==> config.mk <==
export PLATFORM = sky130hd
export DESIGN_NAME = cdb_result_arbiter
export DESIGN_NICKNAME = d
export VERILOG_FILES = /design/src/rtl/cdb_result_arbiter.sv
export SDC_FILE = /design/constraint.sdc
export NUM_CORES = 1
export LEC_CHECK = 0
export CORE_AREA = 2 2 150 152
export DETAILED_ROUTE_END_ITERATION = 10
export DIE_AREA = 0 0 152 154
export GPL_TIMING_DRIVEN = 0
export PLACE_DENSITY_LB_ADDON = 0.2
export SETUP_SLACK_MARGIN = 0.2
export SYNTH_ARGS = -nofsm -noshare
export SYNTH_HDL_FRONTEND = slang
export SYNTH_SLANG_ARGS = --single-unit
==> constraint.sdc <==
create_clock -name clk_i -period 2.7 [get_ports clk_i]
set_clock_uncertainty 0.2 [all_clocks]
set_input_delay 0.54 -clock clk_i [delete_from_list [all_inputs] [get_ports clk_i]]
set_output_delay 0.54 -clock clk_i [all_outputs]
set_load 0.05 [all_outputs]
==> src/rtl/cdb_result_arbiter.sv <==
// Shares the common data bus between NUM_UNITS execute stages with a round-robin
// pick, registering the winner's result toward the ROB/RS broadcast.
//
// state | meaning
// ------+-------------------------------------------------------------
// EMPTY | CDB register holds nothing; any requester may be granted
// FULL  | CDB register holds a word; refill only when ROB drains it
module cdb_result_arbiter #(
    parameter int NUM_UNITS  = 4,
    parameter int ROBsize    = 32,
    parameter int ROBsizeLog = $clog2(ROBsize + 1),
    parameter int UNITLOG    = $clog2(NUM_UNITS)
) (
    input  logic                            clk_i,
    input  logic                            reset_i,
    input  logic                            flush_i,
    input  logic [NUM_UNITS-1:0]            unitValid_i,
    input  logic [NUM_UNITS*ROBsizeLog-1:0] unitTag_i,
    input  logic [NUM_UNITS*64-1:0]         unitVal_i,
    input  logic [NUM_UNITS*4-1:0]          unitFlags_i,
    output logic [NUM_UNITS-1:0]            canGo_o,
    input  logic                            cdbReady_i,
    output logic                            cdbValid_o,
    output logic [ROBsizeLog-1:0]           cdbTag_o,
    output logic [63:0]                     cdbVal_o,
    output logic [3:0]                      cdbFlags_o,
    output logic [UNITLOG-1:0]              cdbUnit_o
);

    localparam int IW = UNITLOG + 1;

    typedef enum logic {
        EMPTY = 1'b0,
        FULL  = 1'b1
    } state_t;

    state_t                  state;
    state_t                  state_nxt;
    logic [UNITLOG-1:0]      rr_ptr;
    logic [UNITLOG-1:0]      win;
    logic                    any_req;
    logic                    load;
    logic                    grant;
    logic [ROBsizeLog-1:0]   sel_tag;
    logic [63:0]             sel_val;
    logic [3:0]              sel_flags;

    // Round-robin scan starting at rr_ptr; the wide index never overflows since
    // rr_ptr + offset stays below 2*NUM_UNITS.
    always_comb begin
        logic [IW-1:0] idx;
        win     = '0;
        any_req = 1'b0;
        idx     = '0;
        for (int i = 0; i < NUM_UNITS; i++) begin
            idx = {1'b0, rr_ptr} + IW'(i);
            if (idx >= IW'(NUM_UNITS)) begin
                idx = idx - IW'(NUM_UNITS);
            end
            if (!any_req && unitValid_i[idx[UNITLOG-1:0]]) begin
                win     = idx[UNITLOG-1:0];
                any_req = 1'b1;
            end
        end
    end

    always_comb begin
        sel_tag   = '0;
        sel_val   = '0;
        sel_flags = '0;
        for (int k = 0; k < NUM_UNITS; k++) begin
            if (win == UNITLOG'(k)) begin
                sel_tag   = unitTag_i[k*ROBsizeLog +: ROBsizeLog];
                sel_val   = unitVal_i[k*64 +: 64];
                sel_flags = unitFlags_i[k*4 +: 4];
            end
        end
    end

    always_ff @(posedge clk_i) begin
        if (!reset_i) begin
            state <= EMPTY;
        end else begin
            state <= state_nxt;
        end
    end

    always_comb begin
        state_nxt = state;
        case (state)
            EMPTY: begin
                if (grant) begin
                    state_nxt = FULL;
                end
            end
            FULL: begin
                if (flush_i || (cdbReady_i && !grant)) begin
                    state_nxt = EMPTY;
                end
            end
            default: state_nxt = EMPTY;
        endcase
    end

    // Reset and flush both gate load, so the grant can never fire under either.
    always_comb begin
        load     = reset_i && !flush_i && ((state == EMPTY) || cdbReady_i);
        grant    = load && any_req;
        canGo_o  = '0;
        for (int k = 0; k < NUM_UNITS; k++) begin
            canGo_o[k] = grant && (win == UNITLOG'(k));
        end
    end

    assign cdbValid_o = (state == FULL);

    always_ff @(posedge clk_i) begin
        if (!reset_i) begin
            rr_ptr     <= '0;
            cdbTag_o   <= '0;
            cdbVal_o   <= '0;
            cdbFlags_o <= '0;
            cdbUnit_o  <= '0;
        end else if (grant) begin
            rr_ptr     <= (win == UNITLOG'(NUM_UNITS - 1)) ? '0 : win + UNITLOG'(1);
            cdbTag_o   <= sel_tag;
            cdbVal_o   <= sel_val;
            cdbFlags_o <= sel_flags;
            cdbUnit_o  <= win;
        end
    end

endmodule

After elaboration in Yosys (flattened, before gate mapping). Cells that the tools add are included. Widths: inputs -> output; s select.

$add $sub $neg: 8. $lt $le $gt $ge: 8. Eq/ne operators: 3. Muxes and demuxes: 36. Bitwise gates (word level): 1. Reductions and logical operators: 19.

Operators with widths (count): $mux 64 (4); $mux 6 (4); $mux 2 (9); $mux 4 (4); $lt 2x3->1 const B (4); $logic_and 1x1->1 (11); $mux 1 (10); $ge 3x3->1 const B (3); $bmux 1 s2 (4); $sub 2x1->2 const B (4); $add 2x2->3 const B (2); $logic_not 1->1 (5); $eq 2x2->1 const B (2); $add 2x1->3 const B (1); $ge 2x3->1 const B (1); $add 2x1->2 const B (1); $eq 2x1->1 const B (1); $logic_not 2->1 (1); $logic_or 1x1->1 (2); $pmux 1 s2 (1); $not 1->1 (1).

Bits in registers: 79. Input port bits: 304. Output and inout bits: 81. Word-level logic and storage cells: 81.

Logic depth before layout (Yosys ltp). Gate-level depths: netlist of the first run.

Depth after elaboration: 20. Mapped depth: 11. Depth with buffers taken out: 9.

Worst setup path before layout of the first run. Ideal clock, no wire load.

Path kind: input -> output. From: input port unitValid_i[2]. To: output port canGo_o[3]. Arrival: 2.447 ns. Required time: 1.960 ns. Setup slack: -0.487 ns. Stages: 8. Buffers on the path: 3. Cell sequence: mux2i_1 > nor2_1 > nor4_1 > ha_1 > clkbuf_1 > clkbuf_1 > buf_2 > and2_1.

Cells in the longest elaborated chain, start to end: 14. Elaborated cells between the ends (all ways): 25. Those cells by class: 1 x eq/ne; 16 x mux; 8 x reduce/logical.

Ends and longest elaborated chain: start: declaration (line 17) `input logic [NUM_UNITS-1:0] unitValid_i,`; $bmux 1 s2 (line 60) `if (!any_req && unitValid_i[idx[UNITLOG-1:0]]) begin`; $mux 1 (implied by the code) (line 60); $mux 1 (line 60); $logic_not 1->1 (line 60); $logic_and 1x1->1 (line 60); $mux 1 (line 60); $logic_not 1->1 (line 60); $logic_and 1x1->1 (line 60); $mux 1 (line 60); $logic_not 1->1 (line 60); $logic_and 1x1->1 (line 60); $mux 2 * (line 60); via win[0] (line 40) `logic [UNITLOG-1:0] win;`; $eq 2x2->1 * (line 111) `canGo_o[k] = grant && (win == UNITLOG'(k));`; $logic_and 1x1->1 * (line 111); end: declaration (line 21) `output logic [NUM_UNITS-1:0] canGo_o,`.

Mark *: on every way through the listed nets, which the timed path passes. The rest lies on a longest branch. The select of a mux whose other input is x is not followed.

Worst setup path after layout of the first run.
From: register rr_ptr[1]. To: output port canGo_o[2].

Cells in the longest elaborated chain, start to end: 16. Elaborated cells between the ends (all ways): 40. Those cells by class: 7 x add/sub; 4 x order compare; 1 x eq/ne; 20 x mux; 8 x reduce/logical.

Ends and longest elaborated chain: start: declaration (line 39) `logic [UNITLOG-1:0] rr_ptr;`; start signal: assignment (line 125) `rr_ptr <= (win == UNITLOG'(NUM_UNITS - 1)) ? '0 : win + UNITLOG'(1);`; parallel branches: the longest is 13 deep, another holds $add 2x1->3; $mux 2 * (line 60); via win[0] (line 40); $eq 2x2->1 * (line 111); $logic_and 1x1->1 * (line 111).

Mark *: on every way through the listed nets, which the timed path passes. The select of a mux whose other input is x is not followed.

==> results of run 1 <==
-- final cells by class --
| type | instances | area, µm² |
|---|---|---|
| Sequential cell | 79 | 1590 |
| Multi-Input combinational cell | 408 | 3290 |
| Inverter | 77 | 289 |
| Antenna cell | 3 | 7.51 |
| Clock buffer | 9 | 225 |
| Buffer | 74 | 747 |
| Timing Repair Buffer | 416 | 4160 |
| Fill cell | 2144 | 10900 |
| Tap cell | 280 | 350 |
| Clock inverter | 4 | 97.6 |
-- registers in the layout, indices dropped and copies added, names as in the netlist --
register,cells
cdbUnit_o,2
cdbValid_o,1
rr_ptr,2
cdbTag_o,6
cdbFlags_o,4
cdbVal_o,64
-- worst max-delay path by stage --
stage                     to  slack [ns]  depth (start not counted)
2_1_floorplan  cdbFlags_o[3]        0.05                         11
3_3_place_gp      canGo_o[0]       -1.98                          6
3_5_place_dp      canGo_o[0]       -1.99                          6
4_1_cts           canGo_o[2]       -0.25                         10
5_1_grt           canGo_o[2]       -0.31                         11
6_report          canGo_o[2]       -0.24                         11
-- logic make-up (layout without fill, tap and decap cells) --
kind of cell,Yosys count,in the layout,share of synthesized area
AO/OA/AOI/OAI,307,307,0.458
adder cells (fa/ha/maj),4,4,0.0101
buffers and inverters,151,580,0.122
flip-flops,79,79,0.321
multiplexers,1,1,0.00203
other,0,3,0
AND/OR/NAND/NOR,96,96,0.0868
-- through the flow --
stage	cells	setup TNS (ns)
after global placement	1302	-89.50
after detailed placement	1302	-89.88
after global routing	1350	-10.77
after floorplan	638	0
after CTS	1343	-3.35
final	1350	-3.64
-- repair_timing --
item                                    in CTS  in global routing
gates resized for setup                    136                 25
cloned                                       5                  1
setup buffers                               23                  3
pin swaps                                   43                 36
endpoints found under the setup margin      81                 78
-- placed cells by master (no fill, tap or decap), types with 12 or more instances in the layout --
master and n:
a221o_1 74, buf_4 20, nor2_1 75, a21oi_1 78
inv_1 76, buf_8 13, clkbuf_16 21, a221oi_2 74
buf_2 14, clkbuf_2 12, o21ai_0 76, dfxtp_1 77
clkbuf_1 19, clkdlybuf4s50_1 374
-- power breakdown --
part	total [mW]	switching, mW	internal [mW]
clock	1.39	0.502	0.889
sequential	1.30	0.0456	1.26
combinational	2.37	1.18	1.19
-- worst reg2reg max path, stage by stage (launching register included) --
cell       delay (ns)
dfxtp_4          0.37
buf_6            0.10
nand2b_4         0.12
a21oi_4          0.07
nor4_4           0.32
inv_2            0.11
buf_6            0.13
ha_4             0.15
nor2b_4          0.15
buf_12           0.15
clkbuf_16        0.16
a221o_1          0.32
a221oi_2         0.26
nor2_1           0.07
-- metal layers --
layer,global-route usage,vias to the layer above
li1,-,3259
met1,0.250,3161
met2,0.382,277
met3,0.0552,31
met4,0.0641,0
met5,0,-
==> flow_summary.toml, run 1 <==
[sta]
fin_ws_ns = -0.242
tightest_slew_ns = 0.570
fmax_mhz = 340
hold_violations = 0
rsz0062_at_grt = "yes"
timing.hold.ws_ns = 0.291
fin_crit_sh = 1.09
relSlewSlack = 0.619
drv_slew = 0
fin_crit_ns = 2.94
final-setup-viol-count = 70

[cts]
cts_buffer_depth = 2
clock_latency_ns = 0.33
htree_levels = 3
cts_tree = "yes"
cts-root-buf = "clkbuf_16"
cts_sinks = 79
cts.clk_slew.worst_paths_ns = 0.06
hold_buffers = 0
cts-buffers-inserted = 9

[routing]
top_layer = "met4"
met1Wirelength_um = 10400
wl_met3_um = 1960
first_pass_iters = 6
dr_wl_met2_um = 13100
routed_wl_um = 26100
drcViolationCount = 0
vias = 6728
initialDrtViolationCount = 286
viasPerCell = 4.98
ant_nets = 0
wl_per_cell_um = 19.3

[placed_design]
place_ws_ns = -1.99
post-dp-hpwl_um = 19500
portBuffers = 384
gp_congestion = 0.811
placed_area_mm2 = 0.00969

[worst_hold_path]
hold_start = "cdbUnit_o[1]"
hold_depth = 2
min_path_type = "flip-flop to flip-flop"
min_to = "cdbUnit_o[1]"

[worst_setup_path]
cp_common_cell = "buf_8"
critPathRequiredTime_ns = 1.96
path_cells = "buf_6 > nand2b_4 > a21oi_4 > nor4_4 > inv_2 > ha_4 > buf_8 > buf_8 > buf_8 > and2_4 > buf_8"
crit_buf_inv = 6
rr_worst_depth = 13
critPathTopFamily = "buffers and inverters"
regToRegSetupSlack_ns = -0.10
r2r_start = "rr_ptr[1]"
timing.rr.end = "cdbVal_o[51]"
critPathKind = "flip-flop to output port"
cpPeakStageDelay_ns = 0.37
worst_setup_path_end_kind = "output port"
cp_data_arrival_time_ns = 2.20
cp-start-kind = "flip-flop"
slowest_stage = "dfxtp_4"
crit_fanout = 5
crit_start = "rr_ptr[1]"

[layout]
drive_gt1_frac = 0.196
post-route-util = 0.496
area_growth_pct = 118
nNetsFinal = 1373
fin_area_mm2 = 0.0108

[grt]
antenna_found_initial = 3
grt_start_max_net_pins = 13
grt_pass1_vias = 6956
grt_use_total = 0.213
grt_overflow = 0
grt_pass1_wl_um = 39600

[logic_synthesis]
ys_top_cells_by_count = "a21oi_1 (79), dfxtp_1 (79), inv_1 (77)"
synth-edff-count = 0
yosysTopAreaCellShare = 0.321
netlist_instances = 638
synth.avg_cell_area_um2 = 7.73
yosys.area.top_type = "dfxtp_1"
synth_area_mm2 = 0.00493
yosys_register_bits = 79
yosysWarnings = 0
synth_seq_area_share = 0.321
ys_top_cells_by_area = "dfxtp_1 (32%), a221o_1 (15%), a221oi_1 (11%)"
yosysUniqueCellTypes = 30
synthArstFlopShare = 0
synth_nets = 946
ys.flop_type = "dfxtp_1"

[outcome]
status = "complete, but fails checks"
violations = "negative setup slack"

[die]
die_w_um = 152
coreArea_mm2 = 0.0217
die_area_mm2 = 0.0234
io_pins = 385
rows = 54
start_util = 0.227
die_h_um = 154

[power]
p_leak_nw = 4.35
ir_worst_vdd_v = 0.000288
total_power_mw = 5.07
powerDensity_mw_per_mm2 = 471

[flow_run]
cap_violations = 0
Power figures use the tool's default switching activity.
==> run 2: changes to the inputs <==
--- a/config.mk
+++ b/config.mk
@@ -11,6 +11,7 @@
 export GPL_TIMING_DRIVEN = 0
 export PLACE_DENSITY_LB_ADDON = 0.2
 export SETUP_SLACK_MARGIN = 0.2
+export SKIP_LAST_GASP = 1
 export SYNTH_ARGS = -nofsm -noshare
 export SYNTH_HDL_FRONTEND = slang
 export SYNTH_SLANG_ARGS = --single-unit
==> flow_summary.toml, run 2 (synthesized netlist as in run 1, its figures left out) <==
[die]
start_util = 0.227
die_w_um = 152
coreArea_mm2 = 0.0217
die_area_mm2 = 0.0234
die_h_um = 154
rows = 54
io_pins = 385

[placed_design]
post-dp-hpwl_um = 19500
placedCellCount = 1302
portBuffers = 384
placed_area_mm2 = 0.00969
gp_congestion = 0.811

[grt]
grt_overflow = 0
antenna_found_initial = 3
grt_start_max_net_pins = 13
grt_use_total = 0.213
grt_pass1_vias = 6965
grt_pass1_wl_um = 39600

[power]
switchingPower_mw = 1.72
powerDensity_mw_per_mm2 = 471
netSwitchingFraction = 0.341
p_seq_frac = 0.257
ir_worst_vdd_v = 0.000288
power_frac_comb = 0.468
p_leak_nw = 4.35
internal-power_mw = 3.34
p_clk_frac = 0.275

[worst_setup_path]
cp-start-kind = "flip-flop"
slowest_stage = "dfxtp_4"
path_cells = "buf_6 > nand2b_4 > a21oi_4 > nor4_4 > inv_2 > ha_4 > buf_8 > buf_8 > buf_8 > and2_4 > buf_8"
cpPeakStageDelay_ns = 0.37
critPathTopFamily = "buffers and inverters"
cp_data_arrival_time_ns = 2.20
rr_worst_depth = 13
crit_fanout = 5
cp_common_cell = "buf_8"
regToRegSetupSlack_ns = -0.10
critPathRequiredTime_ns = 1.96
path_depth = 11
crit_buf_inv = 6
worst_setup_path_end_kind = "output port"
critPathKind = "flip-flop to output port"

[sta]
relSlewSlack = 0.618
final-setup-viol-count = 71
fin_crit_ns = 2.94
timing.hold.ws_ns = 0.291
rsz0062_at_grt = "yes"
fmax_mhz = 340
drv_slew = 0
fin_ws_ns = -0.243
hold_violations = 0
fin_crit_sh = 1.09
tightest_slew_ns = 0.571

[layout]
drive_gt1_frac = 0.196
fin_cells = 1350
largest_register_ffs = 64
final_cell_mix = "clkdlybuf4s50_1 (374), a21oi_1 (78), dfxtp_1 (77)"
nNetsFinal = 1373
regMostFlops = "cdbVal_o"
final_common_cell = "clkdlybuf4s50_1"
fin_area_mm2 = 0.0107
area_growth_pct = 118
top_regs = "cdbVal_o (64), cdbTag_o (6), cdbFlags_o (4)"

[outcome]
violations = "negative setup slack"
status = "complete, but fails checks"

[cts]
cts.clk_slew.worst_paths_ns = 0.06
htree_levels = 3
cts_buffer_depth = 2
cts_tree = "yes"
cts-root-buf = "clkbuf_16"
cts_sinks = 79
hold_buffers = 0
clock_latency_ns = 0.33
cts-buffers-inserted = 9

[routing]
drcViolationCount = 0
first_pass_iters = 5
viasPerCell = 4.99
ant_nets = 0
vias = 6732
routed_wl_um = 26100
initialDrtViolationCount = 295
wl_per_cell_um = 19.3

[worst_hold_path]
min_path_type = "flip-flop to flip-flop"
hold_depth = 2

[flow_run]
cap_violations = 0
-- run 2: cell count changes in the layout (fill, tap and decap cells not counted), sizes merged --
cell / before / now
buf: 60 / 58
clkbuf: 63 / 65
dlygate4sd2: 1 / 0
dlymetal6s2s: 0 / 1
-- run 2: what timing repair did --
action	CTS	global route
cloned	5	1
setup buffers	23	3
resized for setup	132	27
setup endpoints to repair	81	78
pin swaps	43	37
-- run 2: layout make-up --
class,count,area (µm²)
antenna,3,7.51
buffer,74,742
clock buffer,9,225
clock inverter,4,97.6
fill,2144,10900
inverter,77,289
multi-input combinational,408,3290
sequential,79,1590
tap,280,350
timing repair buffer,416,4160
-- run 2: metal layers --
metal	track usage	wire length, µm
met5	0	0
met4	0.0641	595
met3	0.0552	1880
met2	0.382	13100
met1	0.250	10500
-- run 2: worst paths after layout --
path | from | to
setup / recovery | rr_ptr[1] | canGo_o[2]
hold / removal | cdbUnit_o[1] | cdbUnit_o[1]
setup reg to reg | rr_ptr[1] | cdbVal_o[13]
hold reg to reg | cdbUnit_o[1] | cdbUnit_o[1]
-- run 2: power groups by stage --
stage | logic [mW] | registers, mW | clock network, mW
after floorplan | 0.882 | 1.63 | 0
after global placement | 2.09 | 1.32 | 0
after detailed placement | 2.10 | 1.32 | 0
after CTS | 2.34 | 1.30 | 1.42
after global routing | 2.51 | 1.31 | 1.48
final | 2.37 | 1.30 | 1.39
-- run 2: through the flow --
step	TNS (ns)	utilization	power (mW)	setup WS, ns
after CTS	-3.48	0.490	5.07	-0.248
after floorplan	0	-	2.51	0.0504
after global routing	-10.96	0.495	5.30	-0.312
final	-3.83	0.495	5.06	-0.243
after detailed placement	-89.88	0.447	3.42	-1.99
after global placement	-89.50	0.447	3.42	-1.98
-- run 2: worst reg2reg max path: stages, from the launching register on --
cell       delay, ns
dfxtp_4         0.37
buf_6           0.10
nand2b_4        0.12
a21oi_4         0.07
nor4_4          0.32
inv_2           0.11
buf_6           0.13
ha_4            0.15
nor2b_4         0.15
buf_12          0.15
clkbuf_16       0.16
a221o_1         0.36
a221oi_2        0.25
nor2_1          0.06
